[config.mk]
export PLATFORM = sky130hd
export DESIGN_NAME = crossbar_out_arbiter
export DESIGN_NICKNAME = d
export VERILOG_FILES = /design/src/rtl/crossbar_pkg.sv /design/src/rtl/rr_pick.sv /design/src/rtl/crossbar_out_arbiter.sv
export SDC_FILE = /design/constraint.sdc
export NUM_CORES = 1
export LEC_CHECK = 0
export CAP_MARGIN = 20
export CORE_ASPECT_RATIO = 0.7
export CORE_MARGIN = 2
export CORE_UTILIZATION = 40
export DETAILED_ROUTE_END_ITERATION = 12
export PLACE_DENSITY = 0.66
export SYNTH_ARGS = -nofsm -noshare
export SYNTH_HDL_FRONTEND = slang
export SYNTH_SLANG_ARGS = --single-unit
[constraint.sdc]
create_clock -name i_clk -period 3.8 [get_ports i_clk]
set_input_delay 1.14 -clock i_clk [delete_from_list [all_inputs] [get_ports i_clk]]
set_output_delay 1.14 -clock i_clk [all_outputs]
set_load 0.02 [all_outputs]
[src/rtl/crossbar_pkg.sv]
// crossbar_pkg: shared types and helpers for the crossbar arbiters.
// Holds the FSM state enum, default sizes and address field extraction.
package crossbar_pkg;

   typedef enum logic {
      IDLE = 1'b0,
      BUSY = 1'b1
   } state_t;

   localparam int N_IN_DEF  = 4;
   localparam int N_OUT_DEF = 4;
   localparam int ADDR_MAX  = 256;

   // Destination field idx of width w from a packed address vector.
   function automatic logic [7:0] dest_of(
      input logic [ADDR_MAX-1:0] addr,
      input int                  idx,
      input int                  w
   );
      logic [ADDR_MAX-1:0] s;
      s = addr >> (idx * w);
      return s[7:0] & 8'((1 << w) - 1);
   endfunction

endpackage

[src/rtl/rr_pick.sv]
// rr_pick: single-cycle rotate-priority encoder.
// Rotates a doubled request vector so the search starts at last+1.
module rr_pick #(
   parameter int N_IN  = 4,
   parameter int IDX_W = $clog2(N_IN)
) (
   input  logic [N_IN-1:0]  i_elig,
   input  logic [IDX_W-1:0] i_last,
   output logic             o_any,
   output logic [IDX_W-1:0] o_winner
);

   localparam int SW = IDX_W + 2;

   logic [2*N_IN-1:0] w_dbl;
   logic [2*N_IN-1:0] w_rot_full;
   logic [N_IN-1:0]   w_rot;
   logic [SW-1:0]     w_off;
   logic [SW-1:0]     w_sum;

   assign w_dbl      = {i_elig, i_elig};
   assign w_rot_full = w_dbl >> ({2'b00, i_last} + SW'(1));
   assign w_rot      = w_rot_full[N_IN-1:0];
   assign o_any      = |i_elig;

   // Lowest set bit of the rotated vector is the offset past last.
   always_comb begin
      w_off = '0;
      for (int k = N_IN - 1; k >= 0; k--) begin
         if (w_rot[k]) w_off = SW'(k);
      end
   end

   // Map the offset back to an absolute input index, modulo N_IN.
   always_comb begin
      w_sum = {2'b00, i_last} + SW'(1) + w_off;
      if (w_sum >= SW'(N_IN)) w_sum = w_sum - SW'(N_IN);
      o_winner = w_sum[IDX_W-1:0];
   end

endmodule

[src/rtl/crossbar_out_arbiter.sv]
// crossbar_out_arbiter: per-output round-robin arbiter with packet lock.
// Grants one eligible input until release, or until the watchdog expires.
module crossbar_out_arbiter
   import crossbar_pkg::*;
#(
   parameter int N_IN    = N_IN_DEF,
   parameter int N_OUT   = N_OUT_DEF,
   parameter int DEST_W  = $clog2(N_OUT),
   parameter int IDX_W   = $clog2(N_IN),
   parameter int TIMEOUT = 255
) (
   input  logic                   i_clk,
   input  logic                   i_reset,
   input  logic [DEST_W-1:0]      i_out_id,
   input  logic [N_IN-1:0]        i_requests,
   input  logic [N_IN*DEST_W-1:0] i_address,
   input  logic                   i_start,
   input  logic                   i_active,
   input  logic                   i_release,
   output logic                   o_grant_valid,
   output logic [IDX_W-1:0]       o_grant_idx,
   output logic [N_IN-1:0]        o_grant_onehot,
   output logic                   o_timeout_err
);

   localparam int WD_W = $clog2(TIMEOUT + 1);

   state_t            r_state, w_state;
   logic              r_valid, w_valid;
   logic [IDX_W-1:0]  r_idx, w_idx;
   logic [N_IN-1:0]   r_onehot, w_onehot;
   logic              r_terr, w_terr;
   logic [IDX_W-1:0]  r_last, w_last;
   logic [WD_W-1:0]   r_wd, w_wd;

   logic [ADDR_MAX-1:0] w_addr_ext;
   logic [N_IN-1:0]     w_elig;
   logic                w_id_ok;
   logic                w_any;
   logic [IDX_W-1:0]    w_winner;

   assign w_addr_ext = ADDR_MAX'(i_address);
   assign w_id_ok    = (32'(i_out_id) < N_OUT);

   // An input is eligible when it requests and targets this output.
   always_comb begin
      w_elig = '0;
      for (int i = 0; i < N_IN; i++) begin
         w_elig[i] = i_requests[i] && w_id_ok &&
                     (dest_of(w_addr_ext, i, DEST_W) == 8'(i_out_id));
      end
   end

   rr_pick #(
      .N_IN  (N_IN),
      .IDX_W (IDX_W)
   ) u_pick (
      .i_elig   (w_elig),
      .i_last   (r_last),
      .o_any    (w_any),
      .o_winner (w_winner)
   );

   // Next state: grant from IDLE, hold or release from BUSY.
   always_comb begin
      w_state  = r_state;
      w_valid  = r_valid;
      w_idx    = r_idx;
      w_onehot = r_onehot;
      w_terr   = 1'b0;
      w_last   = r_last;
      w_wd     = r_wd;
      case (r_state)
         IDLE: begin
            if (i_start && w_any) begin
               w_state  = BUSY;
               w_valid  = 1'b1;
               w_idx    = w_winner;
               w_onehot = N_IN'(1) << w_winner;
               w_last   = w_winner;
               w_wd     = '0;
            end
         end
         BUSY: begin
            if (i_release) begin
               w_state  = IDLE;
               w_valid  = 1'b0;
               w_onehot = '0;
            end else if (i_active) begin
               w_wd = '0;
            end else if (r_wd == WD_W'(TIMEOUT - 1)) begin
               w_state  = IDLE;
               w_valid  = 1'b0;
               w_onehot = '0;
               w_terr   = 1'b1;
               w_wd     = WD_W'(TIMEOUT);
            end else begin
               w_wd = r_wd + WD_W'(1);
            end
         end
         default: w_state = IDLE;
      endcase
   end

   // State and registered outputs, cleared asynchronously.
   always_ff @(posedge i_clk or negedge i_reset) begin
      if (!i_reset) begin
         r_state  <= IDLE;
         r_valid  <= 1'b0;
         r_idx    <= '0;
         r_onehot <= '0;
         r_terr   <= 1'b0;
         r_last   <= IDX_W'(N_IN - 1);
         r_wd     <= '0;
      end else begin
         r_state  <= w_state;
         r_valid  <= w_valid;
         r_idx    <= w_idx;
         r_onehot <= w_onehot;
         r_terr   <= w_terr;
         r_last   <= w_last;
         r_wd     <= w_wd;
      end
   end

   assign o_grant_valid  = r_valid;
   assign o_grant_idx    = r_idx;
   assign o_grant_onehot = r_onehot;
   assign o_timeout_err  = r_terr;

endmodule

==> results of run 1 <==
-- stage by stage --
step                std cells  worst slack (ns)  power [W]  cell area, um2  hold WS [ns]
floorplan                 133             0.585   0.000560            1210         0.481
global placement          189             0.135   0.000684            1470         0.462
detailed placement        189            0.0166   0.000693            1470         0.468
CTS                       193             0.290   0.000839            1520         0.486
global route              193             0.116   0.000890            1520         0.507
finish                    193             0.292   0.000829            1520         0.479
-- final timing paths --
path	from	endpoint	slack, ns	cells past startpoint
setup reg to reg	r_last[0]	o_grant_onehot[0]	1.64	8
hold reg to reg	o_grant_valid	o_grant_valid	0.48	2
min in group asynchronous	i_reset	r_wd[7]	1.35	1
setup / recovery	i_out_id[1]	o_grant_onehot[0]	0.29	11
hold / removal	o_grant_valid	o_grant_valid	0.48	2
max in group asynchronous	i_reset	r_state	1.93	1
-- per-layer routing --
metal | wire length [um] | vias to the layer above | global-route usage (%) | share of wire, %
li1 | - | 524 | - | -
met1 | 1290 | 482 | 21.2 | 51
met2 | 1120 | 37 | 24.4 | 44
met3 | 108 | 2 | 3.07 | 4.2
met4 | 20 | 0 | 4.81 | 0.79
met5 | 0 | - | 0 | 0
-- cell families (layout without fill, tap and decap cells) --
logic type / count (synthesis) / after routing / share of synthesized area (%)
adders and majority gates: 4 / 4 / 4.15
and+or+nand+nor: 52 / 52 / 22.1
AOI/OAI and AO/OA: 34 / 34 / 19.4
muxes: 1 / 1 / 0.829
DFF: 19 / 19 / 39.6
buffers and inverters: 12 / 36 / 5.39
xor gates and xnor gates: 11 / 11 / 8.60
-- sequential cells by signal (all words and copies together), names as in the netlist --
name	count
r_state	1
o_grant_onehot	4
o_timeout_err	1
o_grant_valid	1
o_grant_idx	2
r_last	2
r_wd	8
-- synthesized netlist by cell type (2+ instances only) --
library cell,number,area share (%)
nor2_1,7,2.2
nand2_1,17,5.3
o2111ai_1,4,2.9
xnor2_1,9,6.5
nor2b_1,3,1.6
nand3_1,7,2.9
ha_1,4,4.1
nand4_1,2,1.0
dfstp_2,2,4.4
o311ai_1,2,1.5
clkbuf_1,2,0.62
o21ai_1,11,4.6
dfrtp_1,17,35
and3_1,6,3.1
nor2_4,2,1.9
nand2b_1,3,1.6
buf_6,2,1.9
inv_1,5,1.6
a31oi_1,2,1.0
o211ai_1,2,1.2
o21a_1,2,1.2
a21oi_1,4,1.7
-- where the power goes --
| group | internal (W) | switching, W |
|---|---|---|
| Combinational | 0.000175 | 0.000202 |
| Sequential | 0.000262 | 0.0000483 |
| Clock | 0.0000729 | 0.0000688 |
| Total | 0.000510 | 0.000319 |
-- area by class of cell --
cell class | count | area share, %
Timing Repair Buffer | 26 | 17.2
Sequential cell | 19 | 31.5
Clock inverter | 1 | 0.330
Multi-Input combinational cell | 102 | 43.8
Tap cell | 36 | 2.97
Inverter | 6 | 1.49
Clock buffer | 3 | 2.72
-- worst max-delay path, delay by kind of cell --
family                     cells  cell delay [ns]
AOI/OAI and AO/OA              3             0.59
buffers and inverters          1             0.58
xor gates and xnor gates       3             0.50
adders and majority gates      1             0.24
and+or+nand+nor                3             0.60
==> qor_table.md, run 1 <==
| Item | Reported | Unit |
|---|---|---|
| Outcome | completed | - |
| Total of flip-flops plus latches after synthesis | 19 | - |
| Antenna cells | 0 | - |
| Count of pins on the block boundary | 27 | - |
| Fraction of final layout cells with drive strength greater than 1 | 8.28 | % |
| Top flip-flop cell by instance count after synthesis | dfrtp_1 | - |
| Cell with the largest stage delay on the worst path | clkdlybuf4s50_1 | - |
| Number of resized instances in the post-cts repair step | 0 | - |
| TritonCTS clock tree | built | - |
| Required time at the worst-slack endpoint | 3.95 | ns |
| Maximum number of pins on one net before global-route repair | 20 | - |
| Maximum VDD drop | 0.232 | mV |
| CP peak stage delay | 0.58 | ns |
| Number of buffers added for setup after CTS | 0 | - |
| DIE HEIGHT | 50.0 | um |
| Die X-Extent | 69.7 | um |
| Number of antenna violations at the first check in global routing | 0 | - |
| Setup violation total in the final timing report | 0 | - |
| Most frequent cells in the layout | 26 x clkdlybuf4s50_1, 17 x nand2_1, 17 x dfrtp_1, 11 x o21ai_1, 9 x xnor2_1 | - |
| Detailed-route wire length per cell | 13.2 | um |
| Root buffer cell | clkbuf_8 | - |
| Latest clock arrival within the worst-skew pair | 0.26 | ns |
| Initial Util | 42.5 | % |
| Share of flip-flops with an asynchronous set or reset | 100 | % |
| Slew Limit Fails | 0 | - |
| Largest clock skew in the final design | 0.00604 | ns |
| Total area of multi-input combinational cells | 664 | um2 |
| Hold-fix buffers, CTS | 0 | - |
| Full die area | 3480 | um2 |
| Power per cell area | 547 | nW/um2 |
| CTS max path bufs | 2 | - |
| Final routed wirelength across all metal layers | 2550 | um |
| First-pass DRT Iterations | 6 | - |
| Aggregate global-route resource usage | 15.3 | % |
| Static leakage | 0.670 | nW |
| Layout Nets | 181 | - |
| Classification of the worst setup path | input pin to flip-flop | - |
| Final critical delay including setup and external delays | 3.51 | ns |
| Clock Pin Slew Worst Setup and Hold Paths | 0.08 | ns |
| DRT antenna net count | 0 | - |
| RSZ-0062 raised after global routing | no | - |
| Fmax | 285 | MHz |
| Number of flops mapped to enable cells by yosys | 0 | - |
| Yosys warns | 0 | - |
| Kind of launch point of the worst setup path | input pin | - |
| CTS HTree Levels | 1 | - |
| Worst Hold Class | flip-flop to flip-flop | - |
| Post-Synthesis Mean Instance Area | 9.08 | um2 |
| Detailed placer's ending HPWL | 2010 | um |
| Post-synthesis cell area | 1210 | um2 |
| Setup Total Neg Slack | 0 | ns |
| Final core area utilization | 53.3 | % |
| Element type at the critical path end | flip-flop | - |
| Violation count after the first detailed-route iteration | 39 | - |
| Ordered list of cells on the worst path | clkdlybuf4s50_1 -> xnor2_1 -> and3_1 -> or2_1 -> nand2b_1 -> o221ai_1 -> a21oi_1 -> ha_1 -> xor2_1 -> xnor2_2 -> a32o_1 | - |
| Portion of the clock cycle consumed by the worst path in the final layout | 92.3 | % |
| DR DRC count | 0 | - |
| Wire length of the first global-routing pass | 4220 | um |
| Clock sinks | 19 | - |
| Cell count after synthesis | 133 | - |
| Final Hold Violating Endpoints | 0 | - |
| Total gr overflow | 0 | - |
| Headroom to the max-slew limit | 44.7 | % |
| Number of max-cap violations | 0 | - |
| Layout filler cell count | 263 | - |
| Least-Margin Pin Slew | 0.826 | ns |
| Total via count in the routed design | 1045 | - |
| Largest fanout on the critical path | 6 | - |
| Core region area | 2840 | um2 |
| Net count of the mapped netlist | 156 | - |
| Global placement routability congestion | 0.780 | - |
| Vias in the first global route | 953 | - |
| Number of rows in the core area | 16 | - |
| Unique cell type count in the Yosys netlist | 40 | - |
| Arrival time of data at the critical path endpoint | 3.66 | ns |
| Routed vias/inst | 5.41 | - |
| Sequential cell area | 478 | um2 |
| Number of port buffers | 26 | - |
| Inserted Clock Buffers | 3 | - |
| Area delta synth->final | 25.6 | % |
| Most frequent standard cell in the layout excluding fill and tap cells | clkdlybuf4s50_1 | - |
| Seq/Total Area, Yosys | 39.6 | % |
Power figures use the tool's default switching activity.
==> run 2, diff against run 1 <==
--- a/config.mk
+++ b/config.mk
@@ -5,12 +5,13 @@
 export SDC_FILE = /design/constraint.sdc
 export NUM_CORES = 1
 export LEC_CHECK = 0
+export ABC_AREA = 1
 export CAP_MARGIN = 20
 export CORE_ASPECT_RATIO = 0.7
 export CORE_MARGIN = 2
 export CORE_UTILIZATION = 40
 export DETAILED_ROUTE_END_ITERATION = 12
-export PLACE_DENSITY = 0.66
+export PLACE_DENSITY = 0.65
 export SYNTH_ARGS = -nofsm -noshare
 export SYNTH_HDL_FRONTEND = slang
 export SYNTH_SLANG_ARGS = --single-unit
==> run 2 against run 1 <==
  * Synthesized cell count up 36%
  * Die area grew 3.4%
  * Sequential power is 7.4% lower
  * Critical endpoint is now o_grant_onehot[1]
==> qor_table.md, run 2 <==
| Item | Reported | Unit | vs previous |
|---|---|---|---|
| Largest cells by area after synthesis | dfrtp_1 34%, nand2_1 22%, inv_1 7.5% | - |  |
| Area share of the leading cell type in the synthesized netlist | 34.0 | % | -1.2 points |
| Grt met2 use | 24.1 | % | -0.22 points |
| Fraction of final layout cells with drive strength greater than 1 | 9.05 | % | +0.77 points |
| Inserted Clock Buffers | 3 | - | unchanged |
| Element type at the critical path end | flip-flop | - |  |
| Largest register by flop count | r_wd | - |  |
| Total of flip-flops plus latches after synthesis | 19 | - | unchanged |
| Setup violation total in the final timing report | 0 | - | unchanged |
| Outcome | completed | - |  |
| Initial Util | 43.4 | % | +0.93 points |
| Most frequent cells in the layout | 73 x nand2_1, 26 x clkdlybuf4s50_1, 25 x inv_1, 17 x dfrtp_1, 13 x nand3_1 | - |  |
| Post-Synthesis Mean Instance Area | 6.91 | um2 | -24% |
| Clock Pin Slew Worst Setup and Hold Paths | 0.08 | ns | about the same |
| Number of flops mapped to enable cells by yosys | 0 | - | unchanged |
| Die X-Extent | 70.8 | um | +1.7% |
| Final Hold Violating Endpoints | 0 | - | unchanged |
| Unique cell type count in the Yosys netlist | 20 | - | -50% |
| Top flip-flop cell by instance count after synthesis | dfrtp_1 | - |  |
| Sequential share of power | 31.3 | % | -6.1 points |
| Global placement routability congestion | 0.885 | - | +13% |
| Number of buffers added for setup after CTS | 0 | - | unchanged |
| Latest clock arrival within the worst-skew pair | 0.26 | ns | about the same |
| RSZ-0062 raised after global routing | no | - |  |
| Global-route track usage on met1 | 27.1 | % | +5.9 points |
| Setup Total Neg Slack | 0 | ns | unchanged |
| CTS max path bufs | 2 | - | unchanged |
| Maximum VDD drop | 0.371 | mV | +60% |
| Maximum number of pins on one net before global-route repair | 20 | - | unchanged |
| First-pass DRT Iterations | 5 | - | -1 |
| Net count of the mapped netlist | 204 | - | +31% |
| Seq/Total Area, Yosys | 38.2 | % | -1.4 points |
| DRT antenna net count | 0 | - | unchanged |
| Share of cell area taken by muxes after synthesis | 0 | % | -0.83 points |
| Hold-fix buffers, CTS | 0 | - | unchanged |
| Cell count after synthesis | 181 | - | +36% |
| Full die area | 3600 | um2 | +3.4% |
| Violation count after the first detailed-route iteration | 83 | - | +110% |
| Synth area leader | dfrtp_1 | - |  |
| Detailed-route wire length per cell | 11.9 | um | -9.9% |
| Post-Place Setup Slack | 0.416 | ns | +0.399 ns |
| Static leakage | 0.842 | nW | +26% |
| Register-to-register setup slack | 1.71 | ns | +0.07 ns |
| Aggregate global-route resource usage | 17.8 | % | +2.5 points |
| TritonCTS clock tree | built | - |  |
| Vias in the first global route | 1102 | - | +16% |
| Power per cell area | 574 | nW/um2 | +4.9% |
| Required time at the worst-slack endpoint | 3.95 | ns | about the same |
| Basic-gate share of the synthesized area counting and, or, nand and nor cells | 39.3 | % | +17 points |
| Combinational cell fraction of total power | 52.9 | % | +7.4 points |
| Final routed wirelength across all metal layers | 2920 | um | +15% |
| Worst Hold Class | flip-flop to flip-flop | - |  |
| XOR/XNOR share of the synthesized area | 2.80 | % | -5.8 points |
| Main combinational cell family by area after synthesis | simple AND/OR/NAND/NOR gates | - |  |
| Dominant cell by count in the synthesized netlist | nand2_1 | - |  |
| Count of pins on the block boundary | 27 | - | unchanged |
| Arrival time of data at the critical path endpoint | 3.28 | ns | -0.38 ns |
| Area delta synth->final | 27.7 | % |  |
| Layout filler cell count | 289 | - | +9.9% |
| Final worst hold slack | 0.486 | ns | +0.00648 ns |
| Most congested layer reported by global routing | met1 | - |  |
| Clock power frac | 15.8 | % | -1.3 points |
| CTS HTree Levels | 1 | - | unchanged |
| Number of flip-flops under the largest register name | 8 | - | unchanged |
| Post-synthesis cell area | 1250 | um2 | +3.6% |
| Share of synthesized cell area in full adder, half adder and majority cells | 4.00 | % | -0.15 points |
| Worst Setup Slack, final | 0.676 | ns | +0.384 ns |
| Core region area | 2880 | um2 | +1.4% |
| Portion of the clock cycle consumed by the worst path in the final layout | 82.2 | % | -10 points |
| Largest clock skew in the final design | 0.00823 | ns | +0.00219 ns |
| Kind of launch point of the worst setup path | input pin | - |  |
| Most frequent standard cell in the layout excluding fill and tap cells | nand2_1 | - |  |
| Switching Fraction | 44.5 | % | +5.9 points |
| Final critical delay including setup and external delays | 3.12 | ns | -0.384 ns |
| Complex-gate fraction of the synthesized area | 7.20 | % | -12 points |
| Headroom to the max-slew limit | 43.5 | % | -1.2 points |
| Least-Margin Pin Slew | 0.845 | ns | +0.0186 ns |
| Clock sinks | 19 | - | unchanged |
| DR DRC count | 0 | - | unchanged |
| DIE HEIGHT | 50.8 | um | +1.7% |
| Number of antenna violations at the first check in global routing | 0 | - | unchanged |
| Antenna cells | 0 | - | unchanged |
| Fmax | 320 | MHz | +12% |
| Wire length of the first global-routing pass | 5010 | um | +19% |
| Int Power | 0.000509 | W | -0.17% |
| Layout Nets | 234 | - | +29% |
| Number of max-cap violations | 0 | - | unchanged |
| GR Util met3 | 5.82 | % | +2.8 points |
| Slew Limit Fails | 0 | - | unchanged |
| Routed vias/inst | 4.90 | - | -9.5% |
| Root buffer cell | clkbuf_8 | - |  |
| List of most frequent post-synthesis cells | 73 x nand2_1, 25 x inv_1, 17 x dfrtp_1 | - |  |
| Total gr overflow | 0 | - | unchanged |
| Number of port buffers | 26 | - | unchanged |
| Net switching power figure | 0.000408 | W | +28% |
| Share of flip-flops with an asynchronous set or reset | 100 | % | unchanged |
| Classification of the worst setup path | input pin to flip-flop | - |  |
| Yosys warns | 0 | - | unchanged |
| Number of resized instances in the post-cts repair step | 0 | - | unchanged |
| Number of rows in the core area | 16 | - | unchanged |
| Total via count in the routed design | 1206 | - | +15% |
| Largest fanout on the critical path | 5 | - | -1 |
| Detailed placer's ending HPWL | 2290 | um | +14% |
## run 2: changes by cell type after synthesis, sizes merged, moves of 4 or more
| cell | before | now |
|---|---|---|
| nand3 | 7 | 20 |
| and3 | 6 | 0 |
| xnor2 | 10 | 2 |
| nand2 | 18 | 76 |
| o2111ai | 4 | 0 |
| o21ai | 12 | 5 |
| nor2 | 9 | 13 |
| inv | 6 | 27 |
## run 2: final cells by class
class	instances	area, um2	share of cell area (%)
clock buffer	3	41.3	2.58
clock inverter	1	5.00	0.313
inverter	27	101	6.34
multi-input combinational	134	667	41.7
sequential	19	478	29.9
tap	36	45.0	2.82
timing repair buffer	26	260	16.3
## run 2: metrics by stage
stage	cells	power [W]	util (%)	instance area [um2]
6_report	246	0.000917	55.4	1600
2_1_floorplan	181	0.000630	-	1250
3_3_place_gp	242	0.000749	53.8	1550
4_1_cts	246	0.000920	55.4	1600
5_1_grt	246	0.000997	55.4	1600
3_5_place_dp	242	0.000771	53.8	1550
## run 2: cell families (layout without fill, tap and decap cells)
family,Yosys count,count (layout)
adders and majority gates,4,4
and+or+nand+nor,111,111
xor gates and xnor gates,4,4
DFF,19,19
buffers and inverters,28,57
AOI/OAI and AO/OA,15,15
## run 2: path summary, 6_finish.rpt
kind / from / endpoint / cells past startpoint
max: i_out_id[1] / o_grant_onehot[1] / 18
min: o_grant_idx[0] / o_grant_idx[0] / 2
max reg2reg: r_last[0] / o_grant_onehot[1] / 14
min reg2reg: o_grant_idx[0] / o_grant_idx[0] / 2
max in group asynchronous: i_reset / r_wd[4] / 1
min in group asynchronous: i_reset / r_wd[0] / 1
## run 2: power groups by stage
stage / registers (W) / logic [W] / clock network [W]
after detailed placement: 0.000290 / 0.000481 / 0
after global placement: 0.000290 / 0.000459 / 0
after floorplan: 0.000306 / 0.000324 / 0
final: 0.000287 / 0.000485 / 0.000145
after global routing: 0.000294 / 0.000543 / 0.000159
after CTS: 0.000287 / 0.000484 / 0.000148
## run 2: metal layers
| layer | routed length (um) | vias up |
|---|---|---|
| met5 | 0 | - |
| li1 | - | 624 |
| met1 | 1560 | 538 |
| met2 | 1080 | 39 |
| met4 | 23 | 0 |
| met3 | 260 | 5 |
## run 2: worst max-delay path, stage by stage
cell             delay, ns
clkdlybuf4s50_1       0.48
inv_2                 0.12
nor2_1                0.04
nor2_1                0.11
nand3_2               0.10
nand2_1               0.10
nand2_1               0.05
nand2_1               0.06
nand2_1               0.08
a21oi_1               0.12
o21bai_1              0.10
ha_1                  0.21
xor2_1                0.20
inv_1                 0.08
nand3_2               0.12
nand2_2               0.07
nand2_1               0.05
nand2_1               0.04
==> run 3, diff against run 2 <==
==> constraint.sdc (replaced) <==
create_clock -name i_clk -period 3.2 [get_ports i_clk]
set_input_delay 0.96 -clock i_clk [delete_from_list [all_inputs] [get_ports i_clk]]
set_output_delay 0.96 -clock i_clk [all_outputs]
set_load 0.02 [all_outputs]
==> run 3 against run 2 <==
  * Count of clock-buffer cells in the layout did not move
  * Design area rose by 0.47%
  * Via count fell by 1.2%
  * Cell count did not move
  * Global-route usage did not move
  * Largest cell class unchanged
  * Critical path type unchanged
  * Clock skew fell by 0.0025 ns
  * Sequential power rose by 20%
  * Flip-flop and latch count did not move
  * First-iteration DRC count fell by 18%
  * Clock power rose by 20%
==> qor_table.md, run 3 (synthesis gave the netlist of run 2 again) <==
| Item | Reported | Unit | vs previous |
|---|---|---|---|
| First-pass DRT Iterations | 4 | - | -1 |
| Area delta synth->final | 28.3 | % |  |
| Final core area utilization | 55.7 | % | +0.26 points |
| DRT antenna net count | 0 | - | unchanged |
| Headroom to the max-slew limit | 42.0 | % | -1.5 points |
| Total chip power | 0.00111 | W | +21% |
| Core region area | 2880 | um2 | unchanged |
| Required time at the worst-slack endpoint | 3.36 | ns | -0.59 ns |
| Largest clock skew in the final design | 0.00570 | ns | -0.00253 ns |
| Root buffer cell | clkbuf_8 | - |  |
| Worst Setup Slack, final | 0.279 | ns | -0.396 ns |
| Fmax | 342 | MHz |  |
| RSZ-0062 raised after global routing | no | - |  |
| Detailed-route wire length per cell | 12.0 | um | +1.3% |
| Latest clock arrival within the worst-skew pair | 0.26 | ns | about the same |
| Maximum number of pins on one net before global-route repair | 20 | - | unchanged |
| Total area of multi-input combinational cells | 674 | um2 | +1.1% |
| Arrival time of data at the critical path endpoint | 3.08 | ns | -0.20 ns |
| CTS max path bufs | 2 | - | unchanged |
| Kind of launch point of the worst setup path | input pin | - |  |
| Maximum VDD drop | 0.423 | mV | +14% |
| Most frequent standard cell in the layout excluding fill and tap cells | nand2_1 | - |  |
| Clock Pin Slew Worst Setup and Hold Paths | 0.08 | ns | about the same |
| Fraction of final layout cells with drive strength greater than 1 | 9.52 | % | +0.48 points |
| Number of resized instances in the post-cts repair step | 0 | - | unchanged |
| GR Util met3 | 5.82 | % | unchanged |
| Setup Total Neg Slack | 0 | ns | unchanged |
| Number of antenna violations at the first check in global routing | 0 | - | unchanged |
| Slew Limit Fails | 0 | - | unchanged |
| Clock sinks | 19 | - | unchanged |
| Detailed placer's ending HPWL | 2290 | um | unchanged |
| CTS HTree Levels | 1 | - | unchanged |
| Cell Count Post-Placement | 242 | - | unchanged |
| Post-Place Setup Slack | -0.00405 | ns | -0.420 ns |
| Power per cell area | 689 | nW/um2 | +20% |
| Total gr overflow | 0 | - | unchanged |
| Most congested layer reported by global routing | met1 | - |  |
| Die X-Extent | 70.8 | um | unchanged |
| Vias in the first global route | 1102 | - | unchanged |
| DIE HEIGHT | 50.8 | um | unchanged |
| Worst Hold Class | flip-flop to flip-flop | - |  |
| Grt met2 use | 24.1 | % | unchanged |
| Element type at the critical path end | flip-flop | - |  |
| Global placement routability congestion | 0.885 | - | unchanged |
| Inserted Clock Buffers | 3 | - | unchanged |
| Portion of the clock cycle consumed by the worst path in the final layout | 91.3 | % |  |
| Number of max-cap violations | 0 | - | unchanged |
| Count of placed standard cells in the final layout, fillers left out | 246 | - | unchanged |
| Outcome | completed | - |  |
| Most frequent cells in the layout | 73 x nand2_1, 26 x clkdlybuf4s50_1, 25 x inv_1, 17 x dfrtp_1, 13 x nand3_1 | - |  |
| Least-Margin Pin Slew | 0.867 | ns | +0.0222 ns |
| Hold-fix buffers, CTS | 0 | - | unchanged |
| TritonCTS clock tree | built | - |  |
| Layout Nets | 234 | - | unchanged |
| Number of flip-flops under the largest register name | 8 | - | unchanged |
| Largest register by flop count | r_wd | - |  |
| Layout filler cell count | 288 | - | -0.35% |
| Number of port buffers | 26 | - | unchanged |
| Final Hold Violating Endpoints | 0 | - | unchanged |
| DR DRC count | 0 | - | unchanged |
| Initial Util | 43.4 | % | unchanged |
| Number of rows in the core area | 16 | - | unchanged |
| Number of buffers added for setup after CTS | 0 | - | unchanged |
| Routed vias/inst | 4.85 | - | -1.2% |
| Classification of the worst setup path | input pin to flip-flop | - |  |
| Final critical delay including setup and external delays | 2.92 | ns |  |
| Total via count in the routed design | 1192 | - | -1.2% |
| Antenna cells | 0 | - | unchanged |
| Global-route track usage on met1 | 27.1 | % | unchanged |
| Aggregate global-route resource usage | 17.8 | % | unchanged |
| Static leakage | 0.843 | nW | +0.11% |
| Violation count after the first detailed-route iteration | 68 | - | -18% |
| Register-to-register setup slack | 1.13 | ns | -0.58 ns |
| Wire length of the first global-routing pass | 5010 | um | unchanged |
| Sequential cell area | 478 | um2 | unchanged |
| Full die area | 3600 | um2 | unchanged |
| Count of pins on the block boundary | 27 | - | unchanged |
| Largest fanout on the critical path | 5 | - | unchanged |
| Setup violation total in the final timing report | 0 | - | unchanged |
| Final routed wirelength across all metal layers | 2960 | um | +1.3% |
-- run 3: cell counts in the layout (fill, tap and decap cells not counted) --
No cell type changed its count.
-- run 3: critical path, cell delays in order --
cell,delay [ns]
clkdlybuf4s50_1,0.48
inv_2,0.12
nor2_1,0.04
nor2_1,0.11
nand3_2,0.10
nand2_1,0.10
nand2_1,0.05
nand2_1,0.06
nand2_1,0.08
a21oi_1,0.12
o21bai_1,0.10
ha_1,0.23
xor2_2,0.16
inv_1,0.07
nand3_2,0.12
nand3_2,0.12
nand2_1,0.06
-- run 3: final timing paths --
| check | start | end | cells after the start |
|---|---|---|---|
| max | i_out_id[1] | o_grant_idx[1] | 17 |
| min | o_grant_idx[0] | o_grant_idx[0] | 2 |
| max reg2reg | r_last[0] | o_grant_idx[1] | 13 |
| min reg2reg | o_grant_idx[0] | o_grant_idx[0] | 2 |
| max in group asynchronous | i_reset | r_wd[4] | 1 |
| min in group asynchronous | i_reset | r_wd[0] | 1 |
-- run 3: through the flow --
step,hold slack [ns],instance area [um2]
4_1_cts,0.493,1600
5_1_grt,0.524,1610
3_3_place_gp,0.462,1550
3_5_place_dp,0.474,1550
2_1_floorplan,0.495,1250
6_report,0.486,1610
-- run 3: layout make-up --
cell class | instances | share of cell area (%)
clock buffers | 3 | 2.57
clock inverters | 1 | 0.312
inverters | 27 | 6.31
multi-input cells | 134 | 42.0
flip-flops and latches | 19 | 29.8
well taps | 36 | 2.81
repair buffers | 26 | 16.2
-- run 3: layer usage --
metal,vias up,share of wire (%)
li1,621,-
met1,529,53
met2,37,38
met3,5,8.8
met4,0,0.78
met5,-,0
-- run 3: power breakdown --
group	total (W)	leakage (nW)	switching (W)	internal, W
registers	0.000343	0.250	0.0000435	0.000300
clock network	0.000174	0.0255	0.0000870	0.0000869
logic	0.000588	0.567	0.000364	0.000224
